File: src/rtl/l2_port_scheduler.sv
// Round-robin arbiter sharing one L2 port between the L1 icache and dcache.
// A grant locks the captured request until mem_resp; a watchdog flags stalls.
module l2_port_scheduler #(
    parameter int ADDR_W         = 32,
    parameter int LINE_W         = 256,
    parameter int TIMEOUT_CYCLES = 1024
) (
    input  logic              clk,
    input  logic              rst_n,
    input  logic              icache_read,
    input  logic [ADDR_W-1:0] icache_address,
    output logic              icache_resp,
    output logic [LINE_W-1:0] icache_rdata,
    input  logic              dcache_read,
    input  logic              dcache_write,
    input  logic [ADDR_W-1:0] dcache_address,
    input  logic [LINE_W-1:0] dcache_wdata,
    output logic              dcache_resp,
    output logic [LINE_W-1:0] dcache_rdata,
    input  logic              mem_resp,
    input  logic [LINE_W-1:0] mem_rdata,
    output logic              mem_read,
    output logic              mem_write,
    output logic [ADDR_W-1:0] mem_address,
    output logic [LINE_W-1:0] mem_wdata,
    output logic              busy,
    output logic              timeout_err
);

    typedef enum logic [1:0] {
        IDLE    = 2'd0,
        GRANT_I = 2'd1,
        GRANT_D = 2'd2
    } state_t;

    localparam logic LG_ICACHE = 1'b0;
    localparam logic LG_DCACHE = 1'b1;

    // A zero timeout leaves the counter pinned at its saturation value of 0.
    localparam int              WDOG_W   = (TIMEOUT_CYCLES > 0) ? $clog2(TIMEOUT_CYCLES + 1) : 1;
    localparam logic [WDOG_W-1:0] WDOG_MAX = WDOG_W'(TIMEOUT_CYCLES);

    state_t            state_r;
    logic              last_grant_r;
    logic [WDOG_W-1:0] wdog_r;
    logic              i_req_s;
    logic              d_req_s;
    logic              pick_i_s;
    logic              pick_d_s;

    // Arbitration: on a tie the requester that was not served last wins.
    always_comb begin
        i_req_s  = icache_read;
        d_req_s  = dcache_read | dcache_write;
        pick_i_s = i_req_s & (~d_req_s | (last_grant_r == LG_DCACHE));
        pick_d_s = d_req_s & ~pick_i_s;
    end

    // Response steering is combinational so the L1 sees mem_resp in the same cycle.
    always_comb begin
        icache_resp  = mem_resp & (state_r == GRANT_I);
        dcache_resp  = mem_resp & (state_r == GRANT_D);
        icache_rdata = (state_r == GRANT_I) ? mem_rdata : {LINE_W{1'b0}};
        dcache_rdata = (state_r == GRANT_D) ? mem_rdata : {LINE_W{1'b0}};
    end

    // Grant sequencing, request capture and watchdog.
    always_ff @(posedge clk) begin
        if (!rst_n) begin
            state_r      <= IDLE;
            last_grant_r <= LG_DCACHE;
            mem_read     <= 1'b0;
            mem_write    <= 1'b0;
            mem_address  <= {ADDR_W{1'b0}};
            mem_wdata    <= {LINE_W{1'b0}};
            busy         <= 1'b0;
            timeout_err  <= 1'b0;
            wdog_r       <= {WDOG_W{1'b0}};
        end else begin
            case (state_r)
                IDLE: begin
                    if (pick_i_s) begin
                        state_r      <= GRANT_I;
                        last_grant_r <= LG_ICACHE;
                        mem_read     <= 1'b1;
                        mem_write    <= 1'b0;
                        mem_address  <= icache_address;
                        busy         <= 1'b1;
                        wdog_r       <= {WDOG_W{1'b0}};
                    end else if (pick_d_s) begin
                        state_r      <= GRANT_D;
                        last_grant_r <= LG_DCACHE;
                        mem_read     <= ~dcache_write;
                        mem_write    <= dcache_write;
                        mem_address  <= dcache_address;
                        mem_wdata    <= dcache_wdata;
                        busy         <= 1'b1;
                        wdog_r       <= {WDOG_W{1'b0}};
                    end else begin
                        state_r <= IDLE;
                    end
                end
                GRANT_I, GRANT_D: begin
                    if (mem_resp) begin
                        state_r   <= IDLE;
                        mem_read  <= 1'b0;
                        mem_write <= 1'b0;
                        busy      <= 1'b0;
                    end else if (wdog_r != WDOG_MAX) begin
                        wdog_r <= wdog_r + WDOG_W'(1);
                        if (wdog_r == (WDOG_MAX - WDOG_W'(1))) begin
                            timeout_err <= 1'b1;
                        end
                    end
                end
                default: begin
                    state_r   <= IDLE;
                    mem_read  <= 1'b0;
                    mem_write <= 1'b0;
                    busy      <= 1'b0;
                end
            endcase
        end
    end

endmodule

File: config.mk
export PLATFORM = sky130hd
export DESIGN_NAME = l2_port_scheduler
export DESIGN_NICKNAME = d
export VERILOG_FILES = /design/src/rtl/l2_port_scheduler.sv
export SDC_FILE = /design/constraint.sdc
export NUM_CORES = 1
export LEC_CHECK = 0
export BUFFER_PORTS_ARGS = -buffer_cell sky130_fd_sc_hd__buf_2
export CAP_MARGIN = 20
export CELL_PAD_IN_SITES_DETAIL_PLACEMENT = 2
export CELL_PAD_IN_SITES_GLOBAL_PLACEMENT = 2
export CORE_AREA = 2 2 533 535
export DETAILED_ROUTE_END_ITERATION = 6
export DIE_AREA = 0 0 535 537
export PLACE_DENSITY_LB_ADDON = 0.1
export SETUP_SLACK_MARGIN = 0.02
export SYNTH_ARGS = -nofsm -noshare
export SYNTH_HDL_FRONTEND = slang
export SYNTH_SLANG_ARGS = --single-unit
File: constraint.sdc
create_clock -name clk -period 1.99 [get_ports clk]
set_input_delay 0.2985 -clock clk [delete_from_list [all_inputs] [get_ports clk]]
set_output_delay 0.2985 -clock clk [all_outputs]
set_load 0.01 [all_outputs]
## Yosys cells after proc, flatten, opt, wreduce, memory -nomap -nowiden

Index checks and enable logic that the tools add are counted.

| storage, ports and cells | value |
|---|---|
| logic and storage cells | 61 |
| output and inout bits | 806 |
| bits of input ports | 582 |
| flip-flop bits (word level) | 306 |

| cells by class | value |
|---|---|
| bitwise operators | 10 |
| mux-type cells | 24 |
| reduce and logical (&&, ||, !) cells | 9 |
| add/subtract/negate cells | 1 |
| eq/ne operators | 8 |

Operators with widths:

| kind | count |
|---|---|
| $mux W256 | 2 |
| $mux W32 | 2 |
| $mux W11 | 4 |
| $pmux W11 S2 | 1 |
| $add A11 B1 Y11 const B | 1 |
| $eq A11 B10 Y1 const B | 1 |
| $ne A11 B11 Y1 const B | 1 |
| $mux W1 | 8 |
| $reduce_and A4 Y1 | 2 |
| $mux W2 | 3 |
| $ne A2 B2 Y1 const B | 3 |
| $pmux W1 S2 | 3 |
| $and A1 B1 Y1 | 4 |
| $not A1 Y1 | 4 |
| $pmux W2 S2 | 1 |
| $reduce_and A2 Y1 | 2 |
| $reduce_bool A2 Y1 | 2 |
| $ne A3 B3 Y1 const B | 1 |
| $reduce_and A3 Y1 | 1 |
| $eq A2 B1 Y1 const B | 1 |
| $eq A2 B2 Y1 const B | 1 |
| $logic_not A2 Y1 | 1 |
| $or A1 B1 Y1 | 2 |
| $reduce_or A2 Y1 | 1 |

## Depth between registers and ports, before layout

| logic depth | value |
|---|---|
| depth after elaboration | 9 |
| mapped depth | 8 |
| mapped depth without buffers | 6 |

## Least setup slack after synthesis

Ideal clock, no wire load.

| path | value |
|---|---|
| path kind | register to register |
| from | reg state_r[1] |
| to | reg wdog_r[7] |
| slack | 0.200 ns |
| path buffers | 0 |
| cell stages (with the launch flop) | 7 |
| arrival time | 1.670 ns |
| setup time | 0.120 ns |
| clock period less this slack | 1.790 ns |
| data required time | 1.870 ns |
| cells stage by stage | dfxtp_1 -> inv_1 -> ha_1 -> and2b_2 -> nand2_2 -> o311a_1 -> o31a_1 |

| on the way | value |
|---|---|
| word-level cells in the longest chain between the ends | 4 |
| elaborated cells on any way between the ends | 10 |
| those cells by class | eq/ne: 5; mux: 1; reduce/logical: 4 |

Ends and longest elaborated chain:

| element | line | text |
|---|---|---|
| start, declared | 43 | `state_t state_r;` |
| start signal, assigned | 70 | `state_r <= IDLE;` |
| start signal, assigned | 83 | `state_r <= GRANT_I;` |
| start signal, assigned | 91 | `state_r <= GRANT_D;` |
| $eq A2 B2 Y1 or $eq A2 B1 Y1 (tied branches) | 80 | `case (state_r)` |
| $reduce_or A2 Y1 | 80 |  |
| $ne A2 B2 Y1 (no source line) or $reduce_bool A2 Y1 (tied branches) | - |  |
| $reduce_and A4 Y1 (no source line) | - |  |
| end signal, assigned | 78 | `wdog_r <= {WDOG_W{1'b0}};` |
| end signal, assigned | 89 | `wdog_r <= {WDOG_W{1'b0}};` |
| end signal, assigned | 98 | `wdog_r <= {WDOG_W{1'b0}};` |
| end, declared | 45 | `logic [WDOG_W-1:0] wdog_r;` |

Parallel ways exist; a longest one is shown, timed or not.
A chain may end at the register's enable or synchronous reset.

## Worst setup path in the final report

| path | value |
|---|---|
| from | reg state_r[1] |
| to | out icache_rdata[188] |

| on the way | value |
|---|---|
| word-level cells in the longest chain between the ends | 2 |

Ends and longest elaborated chain:

| element | line | text |
|---|---|---|
| $eq A2 B1 Y1 | 63 | `icache_rdata = (state_r == GRANT_I) ? mem_rdata : {LINE_W{1'b0}};` |
| $mux W256 | 63 |  |
| end, declared | 13 | `output logic [LINE_W-1:0] icache_rdata,` |

Every way passes these cells.

==> impl_results.md <==
- Remaining DRCs: 0
- Post-synth net total: around 2500
- Number of buffers created by CTS: 50
- Max transition margin: 54.3%
- Number of flops mapped to enable cells by yosys: 0
- 1st-pass router iterations: 4
- Total Wirelength: 242000 um
- Syn Inst Count: 1945
- Most frequent CP cell: buf_12
- Async S/R FF share, synth: 0%
- Largest family of logic cells by synthesized area: simple AND/OR/NAND/NOR gates
- TritonCTS clock tree: yes
- Initial Util: 5.19%
- Final Hold Vio Count: 0
- Skew-Pair Late Insertion Delay: 0.66 ns
- Post-route ant nets: 0
- Critical path class: register to output port
- # setup viols final: around 530
- Cell area after synthesis: approximately 15000 um2
- Top layer in use: met5
- First-pass GRT wire length: 286000 um
- Failing checks: negative setup slack
- Worst-Margin Slew: 0.683 ns
- Slowest cell on crit path: dfxtp_2
- Layout cells sized above 1: 53.0%
- Max-Cap Viols: 0
- Largest net degree at the start of global routing: 62
- Max Freq: 403 MHz
- Worst Skew: 0.0331 ns
- DP Worst Slack: -0.266 ns
- Routed vias: 22162
- Worst Setup Slack, final: -0.492 ns
- Tmin final: around 2.5 ns
- Max IR drop VDD: 0.569 mV
- CP Buf/Inv Count: 7
- Top delay family on crit path: buffers and inverters
- Seq/Total Area, Yosys: 41.9%
- Die Ht: 537 um
- Crit path max fanout: 8
- Synthesis-to-layout area growth: 154%
- HPWL Detailed: 204000 um
- Root Driver: clkbuf_16
- HP Class: input port to register
- Sink Count: ~310
- Post-Synth Adder-Cell Area: less than 1%
- Mux contribution to synthesized area: 2.19%
- Compound-Gate Fraction of Synth Area: 12.1%
- Via-per-instance ratio: around 2.9
- Row count: 195
- Syn. warnings: 0
- Wire per inst: 31.8 um
- Most common cell after layout, fill and taps aside: buf_2
- Yosys cell types: 47
- Fin cells: 7621
- Final period util: 125%
- Filler instances: 33002
- Status: finished with violations
- Slowest cell delay on critical path: 0.33 ns
- Dpl cells: ~7000
- Die W: 535 um
- DRT iter0 DRCs: 752
- Startpoint Class: register
- RSZ-0062 raised after global routing: yes
- Max-slew violations: 0
- Nets: 4339
- DIE AREA: around 290000 um2
- Core area: roughly 280000 um2
- I/O pin count: 1388
- Critical-path cell list: inv_2 > buf_6 > ha_4 > buf_12 > buf_12 > buf_12 > buf_16 > and2_4 > buf_6
- Vias in the first global route: roughly 23000
- Xor and xnor area share after synthesis: 0%
- Clk pin slew, worst setup/hold paths: 0.06 ns
- Overflow after GRT: 0
- Yosys reg bits: 306
- Initial antenna violation count: 178
- Clock buffer depth: 3
- Commonest non-fill, non-tap cells in the layout: 1110 x buf_2, 481 x nand2_1, 308 x dlygate4sd3_1
- DR WL met2: between 100000 and 150000 um
- Port Buf Inserts: 1387
- Critical Path AT: 2.18 ns
- Post-Route M1 WL: 99300 um
- DR WL met3: 21700 um
- WP data required: 1.69 ns
- RePlAce Congestion: about 0.94
- Avg Inst Size Synth: 7.51 um2
- Crit. End Element: output port
- Finished Core Util: between 10% and 20%
- Pwr/cell area: about 770 nW/um2
- Leakage: 16.9 nW
- Most used DFF post-synth: dfxtp_1
- Simple-Gate Fraction of Synth Area: 38.2%
- Depth of the CTS H-tree: 2
- Global Route Usage Sum: 15.7%
-- sequential cells by signal, summed over array words and instances, names as in the netlist --
signal,count
busy,1
state_r,2
wdog_r,11
mem_wdata,256
timeout_err,1
mem_address,32
last_grant_r,1
mem_read,1
mem_write,1
-- synthesized netlist by cell type (2+ instances only) --
cell type | count | share of area [%]
ha_1 | 5 | 0.43
nand2b_1 | 4 | 0.17
o21ai_1 | 2 | 0.069
nand4_1 | 2 | 0.086
nand3_1 | 5 | 0.17
buf_6 | 4 | 0.31
clkbuf_1 | 99 | 2.5
inv_1 | 6 | 0.15
buf_1 | 2 | 0.051
dfxtp_1 | 306 | 42
and2_1 | 516 | 22
buf_4 | 11 | 0.57
nand3b_1 | 2 | 0.10
a211oi_1 | 32 | 1.6
nand2_1 | 528 | 14
nor2_1 | 40 | 1.0
and4_1 | 3 | 0.18
and3_1 | 2 | 0.086
buf_2 | 44 | 1.5
o31a_1 | 2 | 0.12
a31oi_1 | 12 | 0.51
mux2i_1 | 32 | 2.2
a21oi_1 | 262 | 9.0
-- cell type report --
cell class	count	area [um2]	share of cell area, %
repair buffers	1915	15500	41.8
diodes	94	235	0.635
clock buffers	66	1390	3.76
multi-input cells	1472	8830	23.8
clock inverters	18	264	0.712
well taps	3743	4680	12.6
flip-flops and latches	306	6130	16.5
inverters	7	33.8	0.0911
-- where the power goes --
group / total (mW) / internal [mW] / switching [mW]
Combinational: 12.0 / 5.26 / 6.71
Clock: 9.48 / 5.65 / 3.83
Sequential: 7.25 / 6.81 / 0.438
-- stage by stage --
| stage | total power, mW | TNS, ns | cell area (um2) | hold WS, ns |
|---|---|---|---|---|
| floorplan | 10.4 | 0 | 14600 | 0.370 |
| global placement | 16.2 | -47.21 | 27100 | 0.443 |
| detailed placement | 16.2 | -51.10 | 27100 | 0.446 |
| CTS | 28.1 | -379.67 | 34400 | 0.00888 |
| global route | 30.4 | -277.10 | 37000 | 0.0663 |
| finish | 28.7 | -202.89 | 37100 | 0.0947 |
-- final timing paths --
path                                    start                          end  slack [ns]  depth (start not counted)
setup / recovery      state_r[1]$_SDFFE_PN0P_            icache_rdata[188]       -0.49                          9
setup reg to reg      state_r[0]$_SDFFE_PN0P_    mem_wdata[8]$_SDFFE_PN0P_       -0.05                         11
hold / removal              dcache_address[8]  mem_address[8]$_SDFFE_PN0P_        0.09                          3
hold reg to reg   mem_wdata[173]$_SDFFE_PN0P_  mem_wdata[173]$_SDFFE_PN0P_        0.45                          2
-- cells by family (layout without fill, tap and decap cells) --
group / after synthesis / after routing
AOI/OAI and AO/OA: 321 / 321
adders and majority gates: 5 / 5
buffers and inverters: 167 / 2006
DFF: 306 / 306
muxes: 32 / 32
other: 0 / 94
and+or+nand+nor: 1114 / 1114
-- metal layers --
layer / GRT usage (%) / vias up
met4: 4.25 / 64
met2: 26.3 / 1128
met1: 18.5 / 10644
met5: 0 / -
met3: 5.98 / 354
li1: - / 9972
-- worst register-to-register path: cells and delay by family, from the launching register on --
family | cells | cell delay [ns]
adder cells (fa/ha/maj) | 1 | 0.16
flip-flops | 1 | 0.34
AND/OR/NAND/NOR | 2 | 0.26
AO/OA/AOI/OAI | 1 | 0.13
buffers and inverters | 7 | 1.04
-- timing repair --
| action | CTS | global route |
|---|---|---|
| pin swaps | 2 | 80 |
| hold endpoints to repair | 284 | 0 |
| buffers inserted | 28 | 20 |
| gates resized for setup | 484 | 426 |
| setup endpoints to repair | 673 | 820 |
| hold buffers | 308 | 0 |
| gates cloned | 23 | 43 |
(Power assumes the default switching activity.)
